$ cat src/rtl/seq_ctrl_unit_pkg.sv
// rtl/seq_ctrl_unit_pkg.sv - shared state encoding and constants for the sequencer
package seq_ctrl_unit_pkg;

  typedef enum logic [2:0] {
    IDLE    = 3'd0,
    LOAD    = 3'd1,
    PROCESS = 3'd2,
    READY   = 3'd3,
    CLEAR   = 3'd4
  } seqc_state_e;

  localparam logic U_ZERO = 1'b0;
  localparam logic U_ONE  = 1'b1;

  function automatic logic is_busy(input seqc_state_e s);
    return (s == LOAD) || (s == PROCESS);
  endfunction

endpackage

$ cat src/rtl/seq_ctrl_unit_if.sv
// rtl/seq_ctrl_unit_if.sv - control/status bundle between host and sequencer
interface seq_ctrl_unit_if #(
  parameter int LEN_W = 8
);
  logic             i_start;
  logic [LEN_W-1:0] i_len;
  logic             i_abort;
  logic             i_err_clr;
  logic             o_load;
  logic             o_enb;
  logic             o_clr;
  logic             o_rdy;
  logic             o_done;
  logic             o_busy;
  logic             o_err;
  logic [LEN_W-1:0] o_cnt;
  logic [2:0]       o_state;

  modport master (
    output i_start, i_len, i_abort, i_err_clr,
    input  o_load, o_enb, o_clr, o_rdy, o_done, o_busy, o_err, o_cnt, o_state
  );

  modport slave (
    input  i_start, i_len, i_abort, i_err_clr,
    output o_load, o_enb, o_clr, o_rdy, o_done, o_busy, o_err, o_cnt, o_state
  );
endinterface

$ cat src/rtl/seq_ctrl_unit_cycle_counter.sv
// rtl/seq_ctrl_unit_cycle_counter.sv - phase cycle counter with terminal compare
module seq_cycle_counter #(
  parameter int LEN_W = 8
) (
  input  logic             clk,
  input  logic             rst,
  input  logic             i_clr,
  input  logic             i_en,
  input  logic [LEN_W-1:0] i_term,
  output logic [LEN_W-1:0] o_cnt,
  output logic             o_at_term
);

  logic [LEN_W-1:0] r_cnt;

  always_ff @(posedge clk or posedge rst) begin
    if (rst) begin
      r_cnt <= '0;
    end else if (i_clr) begin
      r_cnt <= '0;
    end else if (i_en) begin
      r_cnt <= r_cnt + 1'b1;
    end
  end

  assign o_cnt     = r_cnt;
  assign o_at_term = (r_cnt == i_term);

endmodule

$ cat src/rtl/seq_ctrl_unit.sv
// rtl/seq_ctrl_unit.sv - load/process/ready/clear sequencer for the iterative datapath
module seq_ctrl_unit
  import seq_ctrl_unit_pkg::*;
#(
  parameter int LEN_W     = 8,
  parameter int OP_CYCLES = 8,
  parameter int RDY_HOLD  = 2,
  parameter int BACK2BACK = 1
) (
  input logic           clk,
  input logic           rst,
  seq_ctrl_unit_if.slave bus
);

  if (OP_CYCLES < 1 || OP_CYCLES > (2 ** LEN_W) - 1) begin : g_bad_op_cycles
    $error("seq_ctrl_unit: OP_CYCLES out of range");
  end
  if (RDY_HOLD < 1 || RDY_HOLD > (2 ** LEN_W)) begin : g_bad_rdy_hold
    $error("seq_ctrl_unit: RDY_HOLD out of range");
  end

  seqc_state_e      r_state;
  logic [LEN_W-1:0] r_len_q;
  logic             r_err;

  logic [LEN_W-1:0] w_len_sel;
  logic [LEN_W-1:0] w_term;
  logic [LEN_W-1:0] w_cnt;
  logic             w_at_term;
  logic             w_b2b;
  logic             w_cnt_run;
  logic             w_start_bad;

  assign w_len_sel   = (bus.i_len == '0) ? LEN_W'(OP_CYCLES) : bus.i_len;
  assign w_term      = (r_state == READY) ? LEN_W'(RDY_HOLD - 1) : (r_len_q - 1'b1);
  assign w_b2b       = (BACK2BACK != 0) && bus.i_start;
  assign w_start_bad = bus.i_start && (is_busy(r_state) || (r_state == READY && BACK2BACK == 0));

  // The counter only advances while staying in PROCESS/READY; every phase change restarts it at 0.
  assign w_cnt_run = ((r_state == PROCESS) && !bus.i_abort && !w_at_term) ||
                     ((r_state == READY) && !w_at_term && !w_b2b);

  seq_cycle_counter #(.LEN_W(LEN_W)) u_cnt (
    .clk       (clk),
    .rst       (rst),
    .i_clr     (!w_cnt_run),
    .i_en      (w_cnt_run),
    .i_term    (w_term),
    .o_cnt     (w_cnt),
    .o_at_term (w_at_term)
  );

  always_ff @(posedge clk or posedge rst) begin
    if (rst) begin
      r_state <= IDLE;
      r_len_q <= '0;
      r_err   <= U_ZERO;
    end else begin
      case (r_state)
        IDLE, CLEAR: begin
          if (bus.i_start) begin
            r_state <= LOAD;
            r_len_q <= w_len_sel;
          end else begin
            r_state <= IDLE;
          end
        end
        LOAD:    r_state <= bus.i_abort ? CLEAR : PROCESS;
        PROCESS: begin
          if (bus.i_abort)    r_state <= CLEAR;
          else if (w_at_term) r_state <= READY;
        end
        READY: begin
          if (w_b2b) begin
            r_state <= LOAD;
            r_len_q <= w_len_sel;
          end else if (w_at_term) begin
            r_state <= CLEAR;
          end
        end
        default: r_state <= IDLE;
      endcase

      if (w_start_bad)        r_err <= U_ONE;
      else if (bus.i_err_clr) r_err <= U_ZERO;
    end
  end

  always_comb begin
    bus.o_load  = U_ZERO;
    bus.o_enb   = U_ZERO;
    bus.o_clr   = U_ZERO;
    bus.o_rdy   = U_ZERO;
    bus.o_done  = U_ZERO;
    bus.o_busy  = U_ZERO;
    bus.o_err   = U_ZERO;
    bus.o_cnt   = '0;
    bus.o_state = IDLE;
    case (r_state)
      IDLE, LOAD, PROCESS, READY, CLEAR: begin
        bus.o_load  = (r_state == LOAD);
        bus.o_enb   = (r_state == PROCESS);
        bus.o_clr   = (r_state == CLEAR);
        bus.o_rdy   = (r_state == READY);
        bus.o_done  = (r_state == READY) && (w_cnt == '0);
        bus.o_busy  = is_busy(r_state);
        bus.o_err   = r_err;
        bus.o_cnt   = w_cnt;
        bus.o_state = r_state;
      end
      default: ;
    endcase
  end

endmodule
$ cat src/flat_wrapper.sv
// flat-port wrapper written by rule: the top's interface ports become plain ports
module seq_ctrl_unit_flat import seq_ctrl_unit_pkg::*;
#(
  parameter int LEN_W     = 8,
  parameter int OP_CYCLES = 8,
  parameter int RDY_HOLD  = 2,
  parameter int BACK2BACK = 1
)
  (clk, rst, bus_i_start, bus_i_len, bus_i_abort, bus_i_err_clr, bus_o_load, bus_o_enb, bus_o_clr, bus_o_rdy, bus_o_done, bus_o_busy, bus_o_err, bus_o_cnt, bus_o_state);
  seq_ctrl_unit_if #(.LEN_W(LEN_W)) bus_i ();
  input logic clk;
  input logic rst;
  input wire logic [$bits(bus_i.i_start)-1:0] bus_i_start;
  input wire logic [$bits(bus_i.i_len)-1:0] bus_i_len;
  input wire logic [$bits(bus_i.i_abort)-1:0] bus_i_abort;
  input wire logic [$bits(bus_i.i_err_clr)-1:0] bus_i_err_clr;
  output wire logic [$bits(bus_i.o_load)-1:0] bus_o_load;
  output wire logic [$bits(bus_i.o_enb)-1:0] bus_o_enb;
  output wire logic [$bits(bus_i.o_clr)-1:0] bus_o_clr;
  output wire logic [$bits(bus_i.o_rdy)-1:0] bus_o_rdy;
  output wire logic [$bits(bus_i.o_done)-1:0] bus_o_done;
  output wire logic [$bits(bus_i.o_busy)-1:0] bus_o_busy;
  output wire logic [$bits(bus_i.o_err)-1:0] bus_o_err;
  output wire logic [$bits(bus_i.o_cnt)-1:0] bus_o_cnt;
  output wire logic [$bits(bus_i.o_state)-1:0] bus_o_state;
  assign bus_i.i_start = bus_i_start;
  assign bus_i.i_len = bus_i_len;
  assign bus_i.i_abort = bus_i_abort;
  assign bus_i.i_err_clr = bus_i_err_clr;
  assign bus_o_load = bus_i.o_load;
  assign bus_o_enb = bus_i.o_enb;
  assign bus_o_clr = bus_i.o_clr;
  assign bus_o_rdy = bus_i.o_rdy;
  assign bus_o_done = bus_i.o_done;
  assign bus_o_busy = bus_i.o_busy;
  assign bus_o_err = bus_i.o_err;
  assign bus_o_cnt = bus_i.o_cnt;
  assign bus_o_state = bus_i.o_state;
  seq_ctrl_unit #(.LEN_W(LEN_W), .OP_CYCLES(OP_CYCLES), .RDY_HOLD(RDY_HOLD), .BACK2BACK(BACK2BACK)) u_core (.clk(clk), .rst(rst), .bus(bus_i));
endmodule
$ cat config.mk
export PLATFORM = sky130hd
export DESIGN_NAME = seq_ctrl_unit_flat
export DESIGN_NICKNAME = d
export VERILOG_FILES = /design/src/rtl/seq_ctrl_unit_pkg.sv /design/src/rtl/seq_ctrl_unit_if.sv /design/src/rtl/seq_ctrl_unit_cycle_counter.sv /design/src/rtl/seq_ctrl_unit.sv /design/src/flat_wrapper.sv
export SDC_FILE = /design/constraint.sdc
export NUM_CORES = 1
export LEC_CHECK = 0
export ABC_AREA = 1
export ABC_CLOCK_PERIOD_IN_PS = 2250
export CORE_AREA = 2 2 56 58
export CTS_CLUSTER_DIAMETER = 80
export DETAILED_ROUTE_END_ITERATION = 6
export DIE_AREA = 0 0 58 60
export GPL_TIMING_DRIVEN = 0
export PLACE_DENSITY = 0.76
export SYNTH_ARGS = -nofsm -noshare
export SYNTH_HDL_FRONTEND = slang
export SYNTH_SLANG_ARGS = --single-unit
$ cat constraint.sdc
create_clock -name clk -period 2.25 [get_ports clk]
set_clock_uncertainty 0.2 [all_clocks]
set_input_delay 0.45 -clock clk [delete_from_list [all_inputs] [get_ports clk]]
set_output_delay 0.45 -clock clk [all_outputs]
set_load 0.005 [all_outputs]
-- Word-level counts from Yosys, hierarchy flattened
Index checks and enable logic that the tools add are counted.
- $add $sub $neg: 2
- reductions and logical operators: 20
- muxes and demuxes: 21
- equal/unequal tests: 7
- operator list (kind ; number):
    2-to-1 mux 8 bit ; 4
    2-to-1 mux 3 bit ; 6
    logical NOT 8 bit ; 2
    one-hot mux 3 bit (4 select lines) ; 1
    2-to-1 mux 1 bit ; 10
    adder 8 x 1 -> 8 bit, second input constant ; 1
    equality test 8 bit ; 1
    subtractor 8 x 1 -> 8 bit, second input constant ; 1
    equality test 3 x 2 -> 1 bit, second input constant ; 2
    logical AND 1 bit ; 6
    != test 3 x 2 -> 1 bit, second input constant ; 2
    OR reduction 5 bit ; 1
    AND reduction 2 bit ; 2
    equality test 3 x 1 -> 1 bit, second input constant ; 1
    equality test 3 bit, second input constant ; 1
    logical NOT 1 bit ; 3
    logical NOT 3 bit ; 1
    OR reduction 3 bit ; 1
    logical OR 1 bit ; 2
    nonzero test 2 bit ; 1
    OR reduction 2 bit ; 1
- output and inout port bits: 18
- word-level logic and storage cells: 54
- input port bits: 13
- register bits after elaboration: 20

-- Longest topological paths before layout
- word-level depth: 8
- depth in mapped cells: 15
- mapped depth without buffers: 15

-- Cells and area by module
Synthesis repeated with hierarchy kept, for this count alone.
- cell total of the unflattened synthesis: 223
- area, all modules: 1485.2 um^2
- modules (own cells, without submodules) (module ; area an instance (um^2) ; instances ; cells each ; seq. area each (um^2)):
    seq_ctrl_unit ; 924.6 ; 1 ; 145 ; 300.3
    seq_cycle_counter ; 560.5 ; 1 ; 78 ; 200.2

-- Worst setup path after synthesis
No wires, ideal clock.
- path type: register to register
- start: reg u_core.r_len_q[0]
- end: reg u_core.r_state[1]
- slack: 0.417 ns
- stages on the path, launching flop included: 15
- path buffers: 0
- data required time: 1.927 ns
- period minus slack after synthesis: 1.833 ns
- library setup time: 0.123 ns
- arrival: 1.510 ns
- cell sequence: dfrtp_1 > inv_1 > ha_1 > nand2_1 > clkinv_1 > nor2_1 > nand2_1 > nand2_1 > nand2_1 > nor2_1 > nand3_1 > nor2_2 > nand2_2 > nand2_4 > o21ai_1
- word-level cells in the longest chain between the ends: 5
- elaborated cells on any way between the ends: 6
- classes of those cells: add/sub (1); eq/ne (3); mux (1); reduce/logical (1)
- ends and longest elaborated chain (item ; RTL line ; RTL):
    start: declaration ; seq_ctrl_unit.sv:23 ; logic [LEN_W-1:0] r_len_q;
    start signal: assignment ; seq_ctrl_unit.sv:63 ; r_len_q <= w_len_sel;
    start signal: assignment ; seq_ctrl_unit.sv:76 ; r_len_q <= w_len_sel;
    subtractor 8 x 1 -> 8 bit * ; seq_ctrl_unit.sv:35 ; assign w_term = (r_state == READY) ? LEN_W'(RDY_HOLD - 1) : (r_len_q - 1'b1);
    2-to-1 mux 8 bit * ; seq_ctrl_unit.sv:35 ;
    equality test 8 bit * ; seq_ctrl_unit_cycle_counter.sv:27 ; assign o_at_term = (r_cnt == i_term);
    != test 3 x 2 -> 1 bit (no line) ; - ;
    AND reduction 2 bit (no line) * ; - ;
    end signal: assignment ; seq_ctrl_unit.sv:68 ; LOAD: r_state <= bus.i_abort ? CLEAR : PROCESS;
    end: declaration ; seq_ctrl_unit.sv:22 ; seqc_state_e r_state;
Mark *: on every way between the ends. The rest lies on a longest branch, timed or not.
A chain may end at the register's enable or synchronous reset.

-- Worst setup path after layout
- start: reg u_core.u_cnt.r_cnt[0] (netlist: u_core.u_cnt.o_cnt[0])
- end: out bus_o_done
- word-level cells in the longest chain between the ends: 3
- ends and longest elaborated chain (item ; RTL line ; RTL):
    start: declaration ; seq_ctrl_unit_cycle_counter.sv:14 ; logic [LEN_W-1:0] r_cnt;
    start signal: assignment ; seq_ctrl_unit_cycle_counter.sv:22 ; r_cnt <= r_cnt + 1'b1;
    logical NOT 8 bit ; seq_ctrl_unit.sv:105 ; bus.o_done = (r_state == READY) && (w_cnt == '0);
    logical AND 1 bit ; seq_ctrl_unit.sv:105 ;
    2-to-1 mux 1 bit ; seq_ctrl_unit.sv:99 ; case (r_state)
    end: declaration ; flat_wrapper.sv:21 ; output wire logic [$bits(bus_i.o_done)-1:0] bus_o_done;
No other way between the ends.

==> metrics <==
run status completed; pwr/cell area ~1000 nW/um^2; num rows 20; vias in the first global route between 1000 and 1500; fin crit share between 90% and 100%; top post-synthesis cells by area dfrtp_1 37%, nand2_1 14%, nor2_1 8.9%, inv_1 8.6%, nand3_1 6.3%; # IOs 31; Hold Crit Start u_core.u_cnt.o_cnt[0]; hold_buf cts 0; GRT Util Overall between 10% and 20%; wirelength, routed 3010 microns; Synth Area in Compound Gates 6.13%; CTS Buffer Depth 2; post-synthesis adder-cell area fraction around 2.8%; Req. time, crit path approximately 1.6 ns; vias per cell approximately 4.8; Fin Hold WS just over 0.3 ns; hpwl dp 2380 microns; #FFs+latches synth 20; final setup TNS 0 ns; Max-cap violations 0; initial core utilization between 40% and 50%; Max Slew Vio Count 0; sequential share of the synthesized area 37.2%; Reg2Reg Setup Slack roughly 0.20 ns; final hold vios 0; maximum number of pins on one net before global-route repair 21; Clock Tree Root clkbuf_4; Sink Count 20; Vias ~1300; xor/xnor share of the synthesized area between 2 and 3%; die height 60 microns; critical path arrival around 1.5 ns; antenna-violating nets left 0; GRT overflow 0; IO buf count 30; Die X between 50 and 60 microns; drt drc 0; post-synth cell types 27; Antenna Cells 0; layout cell share with drive strength beyond 1 14.2%; CTS tree done; leakage just under 1 nW; Setup crit start u_core.u_cnt.o_cnt[0]; core region area just under 3000 sq um; syn_area_per_cell between 6 and 7 sq um; full die area between 3000 and 4000 sq um; Util after Layout 61.4%; Syn Inst Count 200; Rel. slew slack between 40% and 50%; final-report setup violation count 0; area growth from synthesis to layout 32.3%; Skew-Pair Late Insertion Delay 0.31 ns; cell area after synthesis ~1300 sq um; Synth Area in Simple Gates between 30% and 40%; crit start category register; top-area cell type share of the netlist area ~37%; Placer Congestion between 0.8 and 0.9; Layout Nets between 200 and 300; drt wl/cell ~11 microns; crit path kind register to output port; post-synth net total around 220; CTS clk-pin slew, worst paths roughly 0.11 ns; initial antenna violation count 0; DRT iter0 DRCs 38; global-route wire length before repair 5110 microns; largest family of logic cells by synthesized area simple AND/OR/NAND/NOR gates; Pre-antenna DRT Iters 4; TritonCTS Buffers 3; Reg2Reg Launch Point u_core.r_state[0]; yosys synthesis warning count 0; Hold WC Path Type register to register; crit-path max FO 4; crit path time final 2.16 ns; fmax between 400 and 500 MHz; worst vdd ir 789 uV; H-Tree Depth 1; total power roughly 1.9 mW; slew at the pin with the worst max-slew slack approximately 0.77 ns; post-synth top area cell dfrtp_1; Critical Path End Type output port; mux contribution to synthesized area 0%
synthesized netlist by cell type:
| master | count |
|---|---|
| nor2_1 | 32 |
| a21oi_1 | 1 |
| nor2_2 | 2 |
| nand3_1 | 17 |
| o21ai_0 | 7 |
| or2_1 | 1 |
| o41ai_1 | 1 |
| inv_1 | 31 |
| o22ai_1 | 1 |
| nand2_2 | 2 |
| clkinv_1 | 1 |
| nand2_1 | 52 |
| buf_2 | 1 |
| buf_6 | 1 |
| nor3_1 | 1 |
| inv_2 | 4 |
| dfrtp_1 | 20 |
| xor2_1 | 3 |
| clkbuf_1 | 1 |
| ha_1 | 3 |
| nor3_2 | 2 |
| o21ai_1 | 4 |
| nand4_1 | 8 |
| nand2_4 | 1 |
| xnor2_1 | 1 |
| a21boi_0 | 1 |
| nand3_4 | 1 |
layout by cell type, fill, tap and decap left out, types with 2 or more instances in the layout:
master	Yosys	routed
nand2_1	52	50
nor2_1	32	29
inv_1	31	28
dfrtp_1	20	20
nand3_1	17	17
clkdlybuf4s50_1	0	15
dlygate4sd2_1	0	14
nand4_1	8	8
inv_2	4	7
o21ai_0	7	7
buf_4	0	5
nand2_2	2	4
o21ai_1	4	4
nor2_2	2	4
xor2_1	3	3
nor3_2	2	3
clkbuf_4	0	3
clkbuf_8	0	2
ha_1	3	2
cell type report:
type / instances / area, sq um
timing repair buffer: 36 / 334
clock buffer: 4 / 36.3
sequential: 20 / 500
tap: 33 / 41.3
inverter: 36 / 135
fill: 264 / 1120
buffer: 2 / 18.8
multi-input combinational: 141 / 716
path summary, 6_finish.rpt:
kind                                               to  depth (start not counted)
worst max-delay path                       bus_o_done                          5
worst min-delay path            u_core.u_cnt.o_cnt[0]                          1
worst max register to register      u_core.r_state[1]                         13
worst min register to register  u_core.u_cnt.o_cnt[0]                          1
max in group asynchronous                u_core.r_err                          2
min in group asynchronous           u_core.r_len_q[3]                          2
report_power, final:
group | internal [mW] | total [mW] | switching (mW)
clock network | 0.0988 | 0.216 | 0.118
logic | 0.473 | 1.08 | 0.607
registers | 0.466 | 0.565 | 0.0994
per-stage QoR:
step / setup slack, ns / std cells / area, sq um
2_1_floorplan: 0.417 / 200 / 1350
3_3_place_gp: 0.0390 / 263 / 1690
3_5_place_dp: 0.0281 / 263 / 1690
4_1_cts: 0.0485 / 270 / 1760
5_1_grt: -0.000568 / 272 / 1780
6_report: 0.0894 / 272 / 1780
critical path, cell delays in order (launching register included):
cell	delay, ns
dfrtp_1	0.43
inv_2	0.10
ha_1	0.17
nand4_1	0.12
nor3_2	0.14
dlygate4sd2_1	0.25
repair_timing:
action,4_1_cts,5_1_grt
endpoints found under the hold margin,0,0
setup buffers,4,2
endpoints found under the setup margin,14,12
pin swaps,1,2
resized for setup,26,4
cell families after synthesis:
group	Yosys count
xor gates and xnor gates	4
adders and majority gates	3
AOI/OAI and AO/OA	15
DFF	20
and+or+nand+nor	119
buffers and inverters	39
sequential cells by signal, summed over array words and instances (netlist names):
name                flops
u_core.r_len_q          8
u_core.u_cnt.o_cnt      8
u_core.r_state          3
u_core.r_err            1
per-layer routing:
metal / track usage, % / wire, microns / vias up
li1: - / - / 706
met1: 25.1 / 1450 / 584
met2: 33.1 / 1430 / 22
met3: 4.55 / 109 / 2
met4: 3.99 / 20 / 0
met5: 0 / 0 / -
No activity file was read; power rests on OpenSTA's default activity.
